File: config.mk
export PLATFORM = sky130hd
export DESIGN_NAME = soc_uart_fifo
export DESIGN_NICKNAME = d
export VERILOG_FILES = /design/src/rtl/soc_uart_fifo.sv
export SDC_FILE = /design/constraint.sdc
export NUM_CORES = 1
export LEC_CHECK = 0
export CORE_ASPECT_RATIO = 1.1
export CORE_MARGIN = 10
export CORE_UTILIZATION = 57
export CTS_BUF_LIST = sky130_fd_sc_hd__clkbuf_8
export DETAILED_ROUTE_END_ITERATION = 16
export PLACE_DENSITY = 0.76
export SYNTH_ARGS = -nofsm -noshare
export SYNTH_HDL_FRONTEND = slang
export SYNTH_SLANG_ARGS = --single-unit
File: constraint.sdc
create_clock -name ref_clk -period 3.1 [get_ports ref_clk]
set_input_delay 0.465 -clock ref_clk [delete_from_list [all_inputs] [get_ports ref_clk]]
set_output_delay 0.465 -clock ref_clk [all_outputs]
set_load 0.01 [all_outputs]
File: src/rtl/soc_uart_fifo.sv
// soc_uart_fifo: parametrised UART with a TX FIFO feeding a serialiser, and an
// RX deserialiser with start-bit qualification feeding a single holding
// register. Bus side uses valid/ready streams; line side is uart_TXD/uart_RXD.
module soc_uart_fifo #(
  parameter int CLK_HZ        = 50_000_000,
  parameter int BAUD          = 115200,
  parameter int DATA_BITS     = 8,
  parameter int PARITY        = 0,
  parameter int STOP_BITS     = 1,
  parameter int TX_FIFO_DEPTH = 16
) (
  input  logic                             ref_clk,
  input  logic                             fpga_reset_n,
  input  logic [DATA_BITS-1:0]             tx_data,
  input  logic                             tx_valid,
  output logic                             tx_ready,
  output logic [$clog2(TX_FIFO_DEPTH):0]   tx_fifo_level,
  output logic                             tx_busy,
  output logic [DATA_BITS-1:0]             rx_data,
  output logic                             rx_valid,
  input  logic                             rx_ready,
  output logic                             rx_parity_err,
  output logic                             rx_frame_err,
  output logic                             rx_overrun,
  input  logic                             uart_RXD,
  output logic                             uart_TXD
);

  localparam int DIV = (CLK_HZ + BAUD / 2) / BAUD;
  localparam int CW  = $clog2(DIV) + 1;
  localparam int AW  = $clog2(TX_FIFO_DEPTH);
  localparam int BW  = $clog2(DATA_BITS);

  localparam logic [CW-1:0] C_BIT_LAST  = CW'(DIV - 1);
  localparam logic [CW-1:0] C_HALF_LAST = CW'(DIV / 2 - 1);
  localparam logic [BW-1:0] B_LAST      = BW'(DATA_BITS - 1);
  localparam logic [AW:0]   LEVEL_FULL  = (AW + 1)'(TX_FIFO_DEPTH);
  localparam bit            HAS_PAR     = (PARITY != 0);

  typedef enum logic [2:0] {TX_IDLE, TX_START, TX_DATA, TX_PARITY, TX_STOP} tx_state_t;
  typedef enum logic [2:0] {RX_IDLE, RX_START, RX_DATA, RX_PARITY, RX_STOP, RX_BRK} rx_state_t;

  // Parity bit for a payload: even -> XOR of data bits, odd -> its inverse.
  function automatic logic par_of(input logic [DATA_BITS-1:0] d);
    return (PARITY == 1) ? ~(^d) : (^d);
  endfunction

  // ---------------------------------------------------------------- TX FIFO
  logic [DATA_BITS-1:0] r_mem [TX_FIFO_DEPTH];
  logic [AW:0]          r_wptr, r_rptr;
  logic [AW:0]          w_level;
  logic                 w_full, w_empty, w_push, w_pop;
  logic [DATA_BITS-1:0] w_fifo_rdata;

  assign w_level      = r_wptr - r_rptr;
  assign w_full       = (w_level == LEVEL_FULL);
  assign w_empty      = (w_level == '0);
  assign w_push       = tx_valid && !w_full;
  assign w_fifo_rdata = r_mem[r_rptr[AW-1:0]];

  // FIFO storage write port.
  // NOTE: storage array has no reset; emptiness is defined by the pointers alone.
  always_ff @(posedge ref_clk) begin
    if (w_push) r_mem[r_wptr[AW-1:0]] <= tx_data;
  end

  // FIFO pointers; the extra MSB distinguishes full from empty.
  // NOTE: sequential state is always assigned with <= so every flop samples pre-edge values.
  always_ff @(posedge ref_clk or negedge fpga_reset_n) begin
    if (!fpga_reset_n) begin
      r_wptr <= '0;
      r_rptr <= '0;
    end else begin
      if (w_push) r_wptr <= r_wptr + 1'b1;
      if (w_pop)  r_rptr <= r_rptr + 1'b1;
    end
  end

  // ---------------------------------------------------------------- TX FSM
  tx_state_t            r_tx_state, w_tx_state_nxt;
  logic [CW-1:0]        r_tx_cnt, w_tx_cnt_nxt;
  logic [BW-1:0]        r_tx_bit, w_tx_bit_nxt;
  logic                 r_tx_stop, w_tx_stop_nxt;
  logic [DATA_BITS-1:0] r_tx_shift, w_tx_shift_nxt;
  logic                 r_tx_par, w_tx_par_nxt;
  logic                 r_txd, w_txd_nxt;
  logic                 w_tx_bit_end;

  assign w_tx_bit_end = (r_tx_cnt == C_BIT_LAST);

  // TX state register and serialiser datapath.
  always_ff @(posedge ref_clk or negedge fpga_reset_n) begin
    if (!fpga_reset_n) begin
      r_tx_state <= TX_IDLE;
      r_tx_cnt   <= '0;
      r_tx_bit   <= '0;
      r_tx_stop  <= 1'b0;
      r_tx_shift <= '0;
      r_tx_par   <= 1'b0;
      r_txd      <= 1'b1;
    end else begin
      r_tx_state <= w_tx_state_nxt;
      r_tx_cnt   <= w_tx_cnt_nxt;
      r_tx_bit   <= w_tx_bit_nxt;
      r_tx_stop  <= w_tx_stop_nxt;
      r_tx_shift <= w_tx_shift_nxt;
      r_tx_par   <= w_tx_par_nxt;
      r_txd      <= w_txd_nxt;
    end
  end

  // TX next state: pop in IDLE or straight out of the last stop bit so that
  // back-to-back frames leave no idle gap; uart_TXD is registered.
  always_comb begin
    // NOTE: every output of this block gets a default first, so no latch is inferred.
    w_tx_state_nxt = r_tx_state;
    w_tx_cnt_nxt   = r_tx_cnt;
    w_tx_bit_nxt   = r_tx_bit;
    w_tx_stop_nxt  = r_tx_stop;
    w_tx_shift_nxt = r_tx_shift;
    w_tx_par_nxt   = r_tx_par;
    w_txd_nxt      = r_txd;
    w_pop          = 1'b0;
    if (r_tx_state != TX_IDLE) w_tx_cnt_nxt = w_tx_bit_end ? '0 : r_tx_cnt + 1'b1;
    case (r_tx_state)
      TX_IDLE: begin
        if (!w_empty) begin
          w_pop          = 1'b1;
          w_tx_state_nxt = TX_START;
          w_tx_cnt_nxt   = '0;
          w_tx_shift_nxt = w_fifo_rdata;
          w_tx_par_nxt   = par_of(w_fifo_rdata);
          w_txd_nxt      = 1'b0;
        end
      end
      TX_START: begin
        if (w_tx_bit_end) begin
          w_tx_state_nxt = TX_DATA;
          w_tx_bit_nxt   = '0;
          w_txd_nxt      = r_tx_shift[0];
        end
      end
      TX_DATA: begin
        if (w_tx_bit_end) begin
          if (r_tx_bit == B_LAST) begin
            if (HAS_PAR) begin
              w_tx_state_nxt = TX_PARITY;
              w_txd_nxt      = r_tx_par;
            end else begin
              w_tx_state_nxt = TX_STOP;
              w_tx_stop_nxt  = 1'b0;
              w_txd_nxt      = 1'b1;
            end
          end else begin
            w_tx_bit_nxt   = r_tx_bit + 1'b1;
            w_tx_shift_nxt = r_tx_shift >> 1;
            w_txd_nxt      = r_tx_shift[1];
          end
        end
      end
      TX_PARITY: begin
        if (w_tx_bit_end) begin
          w_tx_state_nxt = TX_STOP;
          w_tx_stop_nxt  = 1'b0;
          w_txd_nxt      = 1'b1;
        end
      end
      TX_STOP: begin
        if (w_tx_bit_end) begin
          if (STOP_BITS == 1 || r_tx_stop) begin
            if (!w_empty) begin
              w_pop          = 1'b1;
              w_tx_state_nxt = TX_START;
              w_tx_cnt_nxt   = '0;
              w_tx_shift_nxt = w_fifo_rdata;
              w_tx_par_nxt   = par_of(w_fifo_rdata);
              w_txd_nxt      = 1'b0;
            end else begin
              w_tx_state_nxt = TX_IDLE;
              w_txd_nxt      = 1'b1;
            end
          end else begin
            w_tx_stop_nxt = 1'b1;
          end
        end
      end
      default: begin
        w_tx_state_nxt = TX_IDLE;
        w_txd_nxt      = 1'b1;
      end
    endcase
  end

  assign uart_TXD      = r_txd;
  assign tx_ready      = !w_full;
  assign tx_fifo_level = w_level;
  assign tx_busy       = (r_tx_state != TX_IDLE) || !w_empty;

  // ---------------------------------------------------------------- RX path
  logic [1:0]           r_sync;
  logic                 r_rxd_d;
  logic                 w_rxd;
  rx_state_t            r_rx_state, w_rx_state_nxt;
  logic [CW-1:0]        r_rx_cnt, w_rx_cnt_nxt;
  logic [BW-1:0]        r_rx_bit, w_rx_bit_nxt;
  logic [DATA_BITS-1:0] r_rx_shift, w_rx_shift_nxt;
  logic                 r_rx_parbit, w_rx_parbit_nxt;
  logic [DATA_BITS-1:0] r_rx_data, w_rx_data_nxt;
  logic                 r_rx_valid, w_rx_valid_nxt;
  logic                 r_rx_perr, w_rx_perr_nxt;
  logic                 r_rx_ferr, w_rx_ferr_nxt;
  logic                 r_rx_ovr, w_rx_ovr_nxt;
  logic                 w_rx_done;

  assign w_rxd = r_sync[1];

  // Two-flop synchroniser plus a delayed copy for 1->0 edge detection; preset
  // high so reset never looks like a start bit.
  always_ff @(posedge ref_clk or negedge fpga_reset_n) begin
    if (!fpga_reset_n) begin
      r_sync  <= 2'b11;
      r_rxd_d <= 1'b1;
    end else begin
      r_sync  <= {r_sync[0], uart_RXD};
      r_rxd_d <= w_rxd;
    end
  end

  // RX state register, deserialiser and holding register.
  always_ff @(posedge ref_clk or negedge fpga_reset_n) begin
    if (!fpga_reset_n) begin
      r_rx_state  <= RX_IDLE;
      r_rx_cnt    <= '0;
      r_rx_bit    <= '0;
      r_rx_shift  <= '0;
      r_rx_parbit <= 1'b0;
      r_rx_data   <= '0;
      r_rx_valid  <= 1'b0;
      r_rx_perr   <= 1'b0;
      r_rx_ferr   <= 1'b0;
      r_rx_ovr    <= 1'b0;
    end else begin
      r_rx_state  <= w_rx_state_nxt;
      r_rx_cnt    <= w_rx_cnt_nxt;
      r_rx_bit    <= w_rx_bit_nxt;
      r_rx_shift  <= w_rx_shift_nxt;
      r_rx_parbit <= w_rx_parbit_nxt;
      r_rx_data   <= w_rx_data_nxt;
      r_rx_valid  <= w_rx_valid_nxt;
      r_rx_perr   <= w_rx_perr_nxt;
      r_rx_ferr   <= w_rx_ferr_nxt;
      r_rx_ovr    <= w_rx_ovr_nxt;
    end
  end

  // RX next state: qualify the start bit at its centre, then sample each
  // following bit one bit period later; a 0 stop bit parks in BRK until the
  // line returns high so a long break cannot retrigger.
  always_comb begin
    w_rx_state_nxt  = r_rx_state;
    w_rx_cnt_nxt    = r_rx_cnt;
    w_rx_bit_nxt    = r_rx_bit;
    w_rx_shift_nxt  = r_rx_shift;
    w_rx_parbit_nxt = r_rx_parbit;
    w_rx_done       = 1'b0;
    case (r_rx_state)
      RX_IDLE: begin
        if (r_rxd_d && !w_rxd) begin
          w_rx_state_nxt = RX_START;
          w_rx_cnt_nxt   = '0;
        end
      end
      RX_START: begin
        if (r_rx_cnt == C_HALF_LAST) begin
          w_rx_cnt_nxt   = '0;
          w_rx_bit_nxt   = '0;
          w_rx_state_nxt = w_rxd ? RX_IDLE : RX_DATA;
        end else begin
          w_rx_cnt_nxt = r_rx_cnt + 1'b1;
        end
      end
      RX_DATA: begin
        if (r_rx_cnt == C_BIT_LAST) begin
          w_rx_cnt_nxt   = '0;
          w_rx_shift_nxt = {w_rxd, r_rx_shift[DATA_BITS-1:1]};
          if (r_rx_bit == B_LAST) w_rx_state_nxt = HAS_PAR ? RX_PARITY : RX_STOP;
          else                    w_rx_bit_nxt   = r_rx_bit + 1'b1;
        end else begin
          w_rx_cnt_nxt = r_rx_cnt + 1'b1;
        end
      end
      RX_PARITY: begin
        if (r_rx_cnt == C_BIT_LAST) begin
          w_rx_cnt_nxt    = '0;
          w_rx_parbit_nxt = w_rxd;
          w_rx_state_nxt  = RX_STOP;
        end else begin
          w_rx_cnt_nxt = r_rx_cnt + 1'b1;
        end
      end
      RX_STOP: begin
        if (r_rx_cnt == C_BIT_LAST) begin
          w_rx_cnt_nxt   = '0;
          w_rx_done      = 1'b1;
          w_rx_state_nxt = w_rxd ? RX_IDLE : RX_BRK;
        end else begin
          w_rx_cnt_nxt = r_rx_cnt + 1'b1;
        end
      end
      RX_BRK: begin
        if (w_rxd) w_rx_state_nxt = RX_IDLE;
      end
      default: w_rx_state_nxt = RX_IDLE;
    endcase
  end

  // Holding register: a completing frame loads when the register is free or
  // being read this cycle; otherwise it is dropped and overrun latches.
  always_comb begin
    w_rx_data_nxt  = r_rx_data;
    w_rx_valid_nxt = r_rx_valid;
    w_rx_perr_nxt  = r_rx_perr;
    w_rx_ferr_nxt  = r_rx_ferr;
    w_rx_ovr_nxt   = r_rx_ovr;
    if (r_rx_valid && rx_ready) begin
      w_rx_valid_nxt = 1'b0;
      w_rx_ovr_nxt   = 1'b0;
    end
    if (w_rx_done) begin
      if (!r_rx_valid || rx_ready) begin
        w_rx_data_nxt  = r_rx_shift;
        w_rx_valid_nxt = 1'b1;
        w_rx_perr_nxt  = HAS_PAR && (r_rx_parbit != par_of(r_rx_shift));
        w_rx_ferr_nxt  = !w_rxd;
      end else begin
        w_rx_ovr_nxt = 1'b1;
      end
    end
  end

  assign rx_data       = r_rx_data;
  assign rx_valid      = r_rx_valid;
  assign rx_parity_err = r_rx_perr;
  assign rx_frame_err  = r_rx_ferr;
  assign rx_overrun    = r_rx_ovr;

endmodule

==> results.md, run 1 <==
- Final setup margin: -0.152 ns
- Die Ht: 149 um
- Ys Warns: 0
- Worst skew pair latency: 0.51 ns
- Worst Tran Pin Value: 0.810 ns
- Setup TNS: -0.152 ns
- Clk root buf: clkbuf_8
- Kind of start point of the critical path: flip-flop
- Buffer and inverter count on the worst path: 3
- Final min period: 3.25 ns
- GRT overflow: 0
- Crit-path most repeated cell: inv_2
- CP Capture Type: primary output
- TritonCTS Buffers: 34
- Worst slack at placement: -0.335 ns
- Starting Density: 57.9%
- Crit-path cells: inv_2, ha_4, fa_2, nand2b_4, a21oi_4, xor2_2, inv_2, or4_4, or2_4, buf_6
- Layout area overhead: 17.6%
- Clock sinks: 201
- # rows: 47
- GRT Util Overall: 17.6%
- Synth Register Bits: 201
- EDFF count, synth: 128
- Initial DRC count: 352
- Sequential Area: 5680 um^2
- Hpwl dp: 11600 um
- Sequential area share after synthesis: 65.3%
- Die ar.: 20600 um^2
- Final wirelength: 17700 um
- Async set or reset register ratio after synthesis: 36.3%
- Cell area power density: 685 nW/um^2
- Placeable Area: 15000 um^2
- Unrepaired setup endpoints after global routing: yes
- Period utilization: 105%
- Distinct cells, synth: 56
- Share of post-route cells with drive strength above 1: 25.0%
- Post-route cell area: 10200 um^2
- Slowest stage delay, CP: 0.42 ns
- First-pass GRT wire length: 28300 um
- Gate Count Post-Synth: 591
- Worst Path Arrival: 2.79 ns
- Busiest metal layer after global routing: met2
- Hold Vio Cnt, Final: 0
- Critical path's top delay family: simple AND/OR/NAND/NOR gates
- Total number of vias: 5208
- Pre-antenna DRT Iters: 5
- Met2 Use GR: 29.1%
- Setup violators final: 1
- P_leak: 4.00 nW
- Final cell count without fillers: 901
- Worst EP required: 2.63 ns
- Ant. Diodes: 0
- CTS tree: done
- H-tree levels: 2
- Ports: 33
- PortBufs: 31
- Via density: 5.78
- Die X: 138 um
- M1 GR Usage: 22.1%
- CP Max Fanout: 2
- Vias in the first global route: 5414
- Most frequently used flop master after synthesis: edfxtp_1
- Crit-path slowest cell: or4_4
- Slew margin rel.: 45.9%
- Slew Viols, Final: 0
- Status: finished with violations
- # hold bufs at CTS: 0
- Post-Place Cell Area: 9480 um^2
- Violated checks: negative setup slack
- Placed cells: 832
- Remaining DRCs: 0
- Layout fillers: 1027
- CTS max path bufs: 3
- RD Place Congestion: 0.825
- GRT met3 Usage: 4.39%
- Post-Syn Area: 8690 um^2
- Routed len/inst: 19.6 um
- Total power draw: 7.00 mW
- Syn_area_per_cell: 14.7 um^2
- Maximum VDD drop: 469 uV
- Fin Clk Skew: 0.0178 ns
- Post-DRT Antenna Nets: 0
- Initial antenna violation count: 0
- Area of the multi-input gates: 2940 um^2
- Worst Hold Class: in -> async
- Largest net degree at the start of global routing: 36
- CTS clock-pin slew for the worst setup and hold paths: 0.06 ns
- Crit Path Class: reg -> out
- Nets@finish: 713
- Post-Syn Nets: 623
- Max-cap violations: 0
- Fmax: 308 MHz
## what timing repair did
action,in CTS,in global routing
gates resized for setup,19,9
endpoints found under the setup margin,4,82
setup buffers,7,4
pin swaps,5,5
cloned,0,0
## state kept, by name, summed over array words and instances (netlist names), 5 cells and up
signal      cells
r_mem         128
r_rptr          5
r_rx_cnt       10
r_rx_shift      8
r_tx_cnt       10
r_tx_shift      8
r_wptr          5
rx_data         8
## layout by cell type (no fill, tap or decap), drive strengths merged, types with 4 or more instances in the layout
master           n
edfxtp         128
dfrtp           69
nand2           55
buf             49
nor2            35
clkbuf          35
inv             34
mux4            32
clkdlybuf4s50   27
a21oi           25
o21ai           25
mux2            23
ha              18
xnor2           15
nor3            12
nand3           11
clkinv          11
mux2i            9
a31oi            9
and2             9
xor2             8
nand4            7
and3             5
nand2b           5
nor3b            4
dfstp            4
or3              4
## routing by layer
| metal | wire [um] | vias up | share of wire [%] |
|---|---|---|---|
| met2 | 8990 | 126 | 51 |
| met5 | 0 | - | 0 |
| li1 | - | 2391 | - |
| met1 | 7300 | 2653 | 41 |
| met3 | 929 | 38 | 5.3 |
| met4 | 433 | 0 | 2.5 |
## layout make-up
cell class | count | share of cell area [%]
inverter | 21 | 0.771
multi-input combinational | 346 | 28.8
clock inverter | 25 | 1.00
clock buffer | 35 | 4.71
tap | 196 | 2.40
sequential | 201 | 55.6
timing repair buffer | 77 | 6.78
## where the power goes
group	leakage (nW)	total (mW)	switching (mW)	internal, mW
Combinational	1.55	1.74	0.913	0.823
Clock	0.348	2.03	0.984	1.05
Sequential	2.10	3.24	0.127	3.11
## logic make-up after synthesis
group,count (synthesis),synth area share (%)
buffers and inverters,44,2.10
AND/OR/NAND/NOR,158,8.97
AO/OA/AOI/OAI,81,5.78
flip-flops,201,65.3
XOR/XNOR,23,2.32
adder cells (fa/ha/maj),19,2.82
other,1,0.0432
multiplexers,64,12.6
## worst paths after layout
check                                endpoint  depth (start not counted)  slack [ns]          from
min in group ref_clk                r_sync[1]                          0        0.37     r_sync[0]
max in group asynchronous           r_sync[1]                          2        2.21  fpga_reset_n
worst max register to register  r_tx_shift[3]                         12        0.16     r_wptr[0]
worst max-delay path                  tx_busy                         10       -0.15     r_wptr[0]
worst min-delay path              r_tx_cnt[9]                          1        0.01  fpga_reset_n
worst min register to register      r_sync[1]                          0        0.37     r_sync[0]
## Yosys cell counts, types with 11 or more instances
cell type,instances,area share [%]
nor2_1,35,1.5
clkbuf_1,15,0.65
edfxtp_1,128,44
ha_1,18,2.6
dfrtp_1,69,20
inv_1,18,0.78
mux2_2,16,2.1
o21ai_0,24,1.4
nand3_1,11,0.63
a21oi_1,25,1.4
nor3_1,12,0.69
mux4_2,32,8.3
nand2_1,54,2.3
xnor2_1,15,1.5
## metrics by stage
step | util (%) | hold slack (ns)
after floorplan | - | 0.169
after global placement | 63.2 | 0.347
after detailed placement | 63.2 | 0.350
after CTS | 67.7 | 0.0290
after global routing | 68.1 | 0.0625
final | 68.1 | 0.0110
(Power assumes the default switching activity.)
==> inputs of run 2 (changes only) <==
--- a/config.mk
+++ b/config.mk
@@ -7,10 +7,12 @@
 export LEC_CHECK = 0
 export CORE_ASPECT_RATIO = 1.1
 export CORE_MARGIN = 10
-export CORE_UTILIZATION = 57
+export CORE_UTILIZATION = 59
 export CTS_BUF_LIST = sky130_fd_sc_hd__clkbuf_8
 export DETAILED_ROUTE_END_ITERATION = 16
+export DONT_BUFFER_PORTS = 1
 export PLACE_DENSITY = 0.76
+export SETUP_SLACK_MARGIN = 0.4
 export SYNTH_ARGS = -nofsm -noshare
 export SYNTH_HDL_FRONTEND = slang
 export SYNTH_SLANG_ARGS = --single-unit
==> run 2 against run 1 <==
  * Core utilization up 1.4 points
  * Die area down 2.9%
  * The flow still finishes with violations (negative setup slack)
  * Worst setup slack got worse by 0.056 ns
  * Clock skew rose by 0.012 ns
  * Cell area down 1.7%
  * Critical path type unchanged
  * Final cell count is 5.1% lower
==> results.md, run 2 (synthesized netlist as in run 1, its figures left out) <==
- Hold WS: 0.123 ns (+0.112 ns)
- P_int: 4.95 mW (-0.69%)
- Hpwl dp: 11800 um (+1.7%)
- Hold Vio Cnt, Final: 0 (unchanged)
- Crit-path most repeated cell: buf_4
- Nets@finish: 671 (-5.9%)
- Post-DRT Antenna Nets: 0 (unchanged)
- Die Ht: 147 um (-1.5%)
- Final min period: 3.31 ns (+0.0560 ns)
- Placeable Area: 14400 um^2 (-3.7%)
- Status: finished with violations
- Commonest non-fill, non-tap cell in the layout: edfxtp_1
- Clock power share: 31.5% (+2.5 points)
- Final setup margin: -0.208 ns (-0.0560 ns)
- Number of cells on the worst reg-to-reg path: 10 (-2)
- CTS max path bufs: 3 (unchanged)
- Worst EP required: 2.63 ns (about the same)
- Share of total power in combinational logic: 22.2% (-2.6 points)
- Switch Pwr: 2.06 mW (+1.6%)
- Die ar.: 20000 um^2 (-2.9%)
- Cell area power density: 697 nW/um^2 (+1.7%)
- Share of post-route cells with drive strength above 1: 26.2% (+1.3 points)
- Via density: 5.96 (+3.2%)
- Worst Tran Pin Value: 0.726 ns (-0.0846 ns)
- Vias in the first global route: 5269 (-2.7%)
- Die X: 136 um (-1.5%)
- Slew Viols, Final: 0 (unchanged)
- TritonCTS Buffers: 31 (-8.8%)
- Max-cap violations: 0 (unchanged)
- GRT overflow: 0 (unchanged)
- Final wirelength: 17700 um (+0.18%)
- Slowest stage delay, CP: 0.57 ns (+0.15 ns)
- P_leak: 3.89 nW (-2.7%)
- Crit-path slowest cell: or4_4
- CP Max Fanout: 5 (+3)
- Max FFs per register: 128 (unchanged)
- First-pass GRT wire length: 28800 um (+1.8%)
- Ports: 33 (unchanged)
- Largest net degree at the start of global routing: 74 (+110%)
- Worst slack at placement: -0.0109 ns (+0.324 ns)
- RD Place Congestion: 0.934 (+13%)
- Sw Share: 29.4% (+0.47 points)
- GRT Util Overall: 18.1% (+0.47 points)
- PortBufs: 0 (-100%)
- Initial antenna violation count: 1 (+1)
- Unrepaired setup endpoints after global routing: yes
- CTS tree: done
- Worst skew pair latency: 0.56 ns (+0.05 ns)
- Setup violators final: 1 (unchanged)
- Maximum VDD drop: 525 uV (+12%)
- Ant. Diodes: 0 (unchanged)
- Violated checks: negative setup slack
- Remaining DRCs: 0 (unchanged)
- Clock sinks: 201 (unchanged)
- Routed len/inst: 20.7 um (+5.6%)
- CTS clock-pin slew for the worst setup and hold paths: 0.06 ns (about the same)
- Initial DRC count: 465 (+32%)
- Pre-antenna DRT Iters: 6 (+1)
- Fmax: 302 MHz (-1.7%)
- Layout fillers: 965 (-6.0%)
- Layout area overhead: 15.6%
- Slew margin rel.: 51.5% (+5.7 points)
- Starting Density: 60.1% (+2.2 points)
- Clk root buf: clkbuf_8
- H-tree levels: 1 (-1)
- Hold path depth: 2
- Worst Path Arrival: 2.84 ns (+0.05 ns)
- Crit Path Class: reg -> out
- # rows: 46 (-2.1%)
- Fin Clk Skew: 0.0297 ns (+0.0119 ns)
- Kind of start point of the critical path: flip-flop
- CP Capture Type: primary output
- Most frequent cells in the layout: 128 x edfxtp_1, 67 x dfrtp_1, 53 x nand2_1
- Crit-path cells: inv_2, ha_4, fa_2, buf_4, xnor2_1, buf_4, or4_4, or2_4
- Sequential fraction of design power: 46.3% (about the same)
- Period utilization: 107% (+1.8 points)
- Worst Hold Class: in -> reg
- Total number of vias: 5100 (-2.1%)
## run 2: changes by cell type in the layout (fill, tap and decap cells not counted), moves of 6 or more
| cell | delta |
|---|---|
| dlygate4sd3_1 | +11 |
| clkdlybuf4s50_1 | -27 |
| buf_4 | -24 |
| and2_1 | -7 |
| and2_4 | +8 |
| clkinv_1 | -6 |
## run 2: worst max-delay path: cells and delay by family (launching register included)
family | cells | cell delay (ns)
buf+inv | 3 | 0.40
simple gates | 2 | 0.85
xor+xnor | 1 | 0.14
flops | 1 | 0.38
fa+ha+maj | 2 | 0.51
## run 2: power groups by stage
stage	combinational [mW]	clock (mW)	sequential, mW
after floorplan	0.947	0	3.24
after global placement	1.23	0	3.29
after detailed placement	1.27	0	3.30
after CTS	1.48	2.25	3.24
after global routing	1.68	2.38	3.27
final	1.55	2.21	3.24
## run 2: through the flow
stage	area [um^2]	instances	util [%]	setup TNS, ns	power, mW
after global routing	10000	855	69.5	-0.375	7.33
after detailed placement	9080	773	62.9	-0.0846	4.57
final	10000	855	69.5	-0.208	7.00
after floorplan	8880	591	-	0	4.18
after global placement	9080	773	62.9	0	4.52
after CTS	10000	852	69.3	-0.209	6.97
## run 2: repair_timing
item / 4_1_cts / 5_1_grt
pin swaps: 6 / 2
buffers inserted: 10 / 3
hold endpoints to repair: 203 / 0
resized for setup: 6 / 3
endpoints found under the setup margin: 140 / 139
hold buffers: 12 / 0
## run 2: path summary, 6_finish.rpt
kind / startpoint / end / slack [ns]
hold reg to reg: r_sync[0] / r_sync[1] / 0.36
max in group asynchronous: fpga_reset_n / r_sync[0] / 2.27
hold / removal: rx_ready / rx_valid / 0.12
setup / recovery: r_wptr[0] / tx_busy / -0.21
min in group asynchronous: fpga_reset_n / r_tx_state[2] / 0.46
setup reg to reg: r_wptr[0] / r_mem[9][1] / 0.23
## run 2: area by class of cell
class / instances / area, um^2 / area share, %
inverters: 21 / 86.3 / 0.860
flip-flops and latches: 201 / 5680 / 56.5
multi-input cells: 346 / 3000 / 29.8
clock inverters: 22 / 153 / 1.52
repair buffers: 38 / 407 / 4.05
clock buffers: 35 / 482 / 4.80
well taps: 192 / 240 / 2.39
## run 2: routing by layer
layer / routed length, um / share of wire [%] / track usage [%]
met5: 7 / 0.040 / 0
met1: 7040 / 40 / 23.0
met4: 369 / 2.1 / 5.82
met3: 1350 / 7.7 / 4.57
met2: 8920 / 50 / 29.5
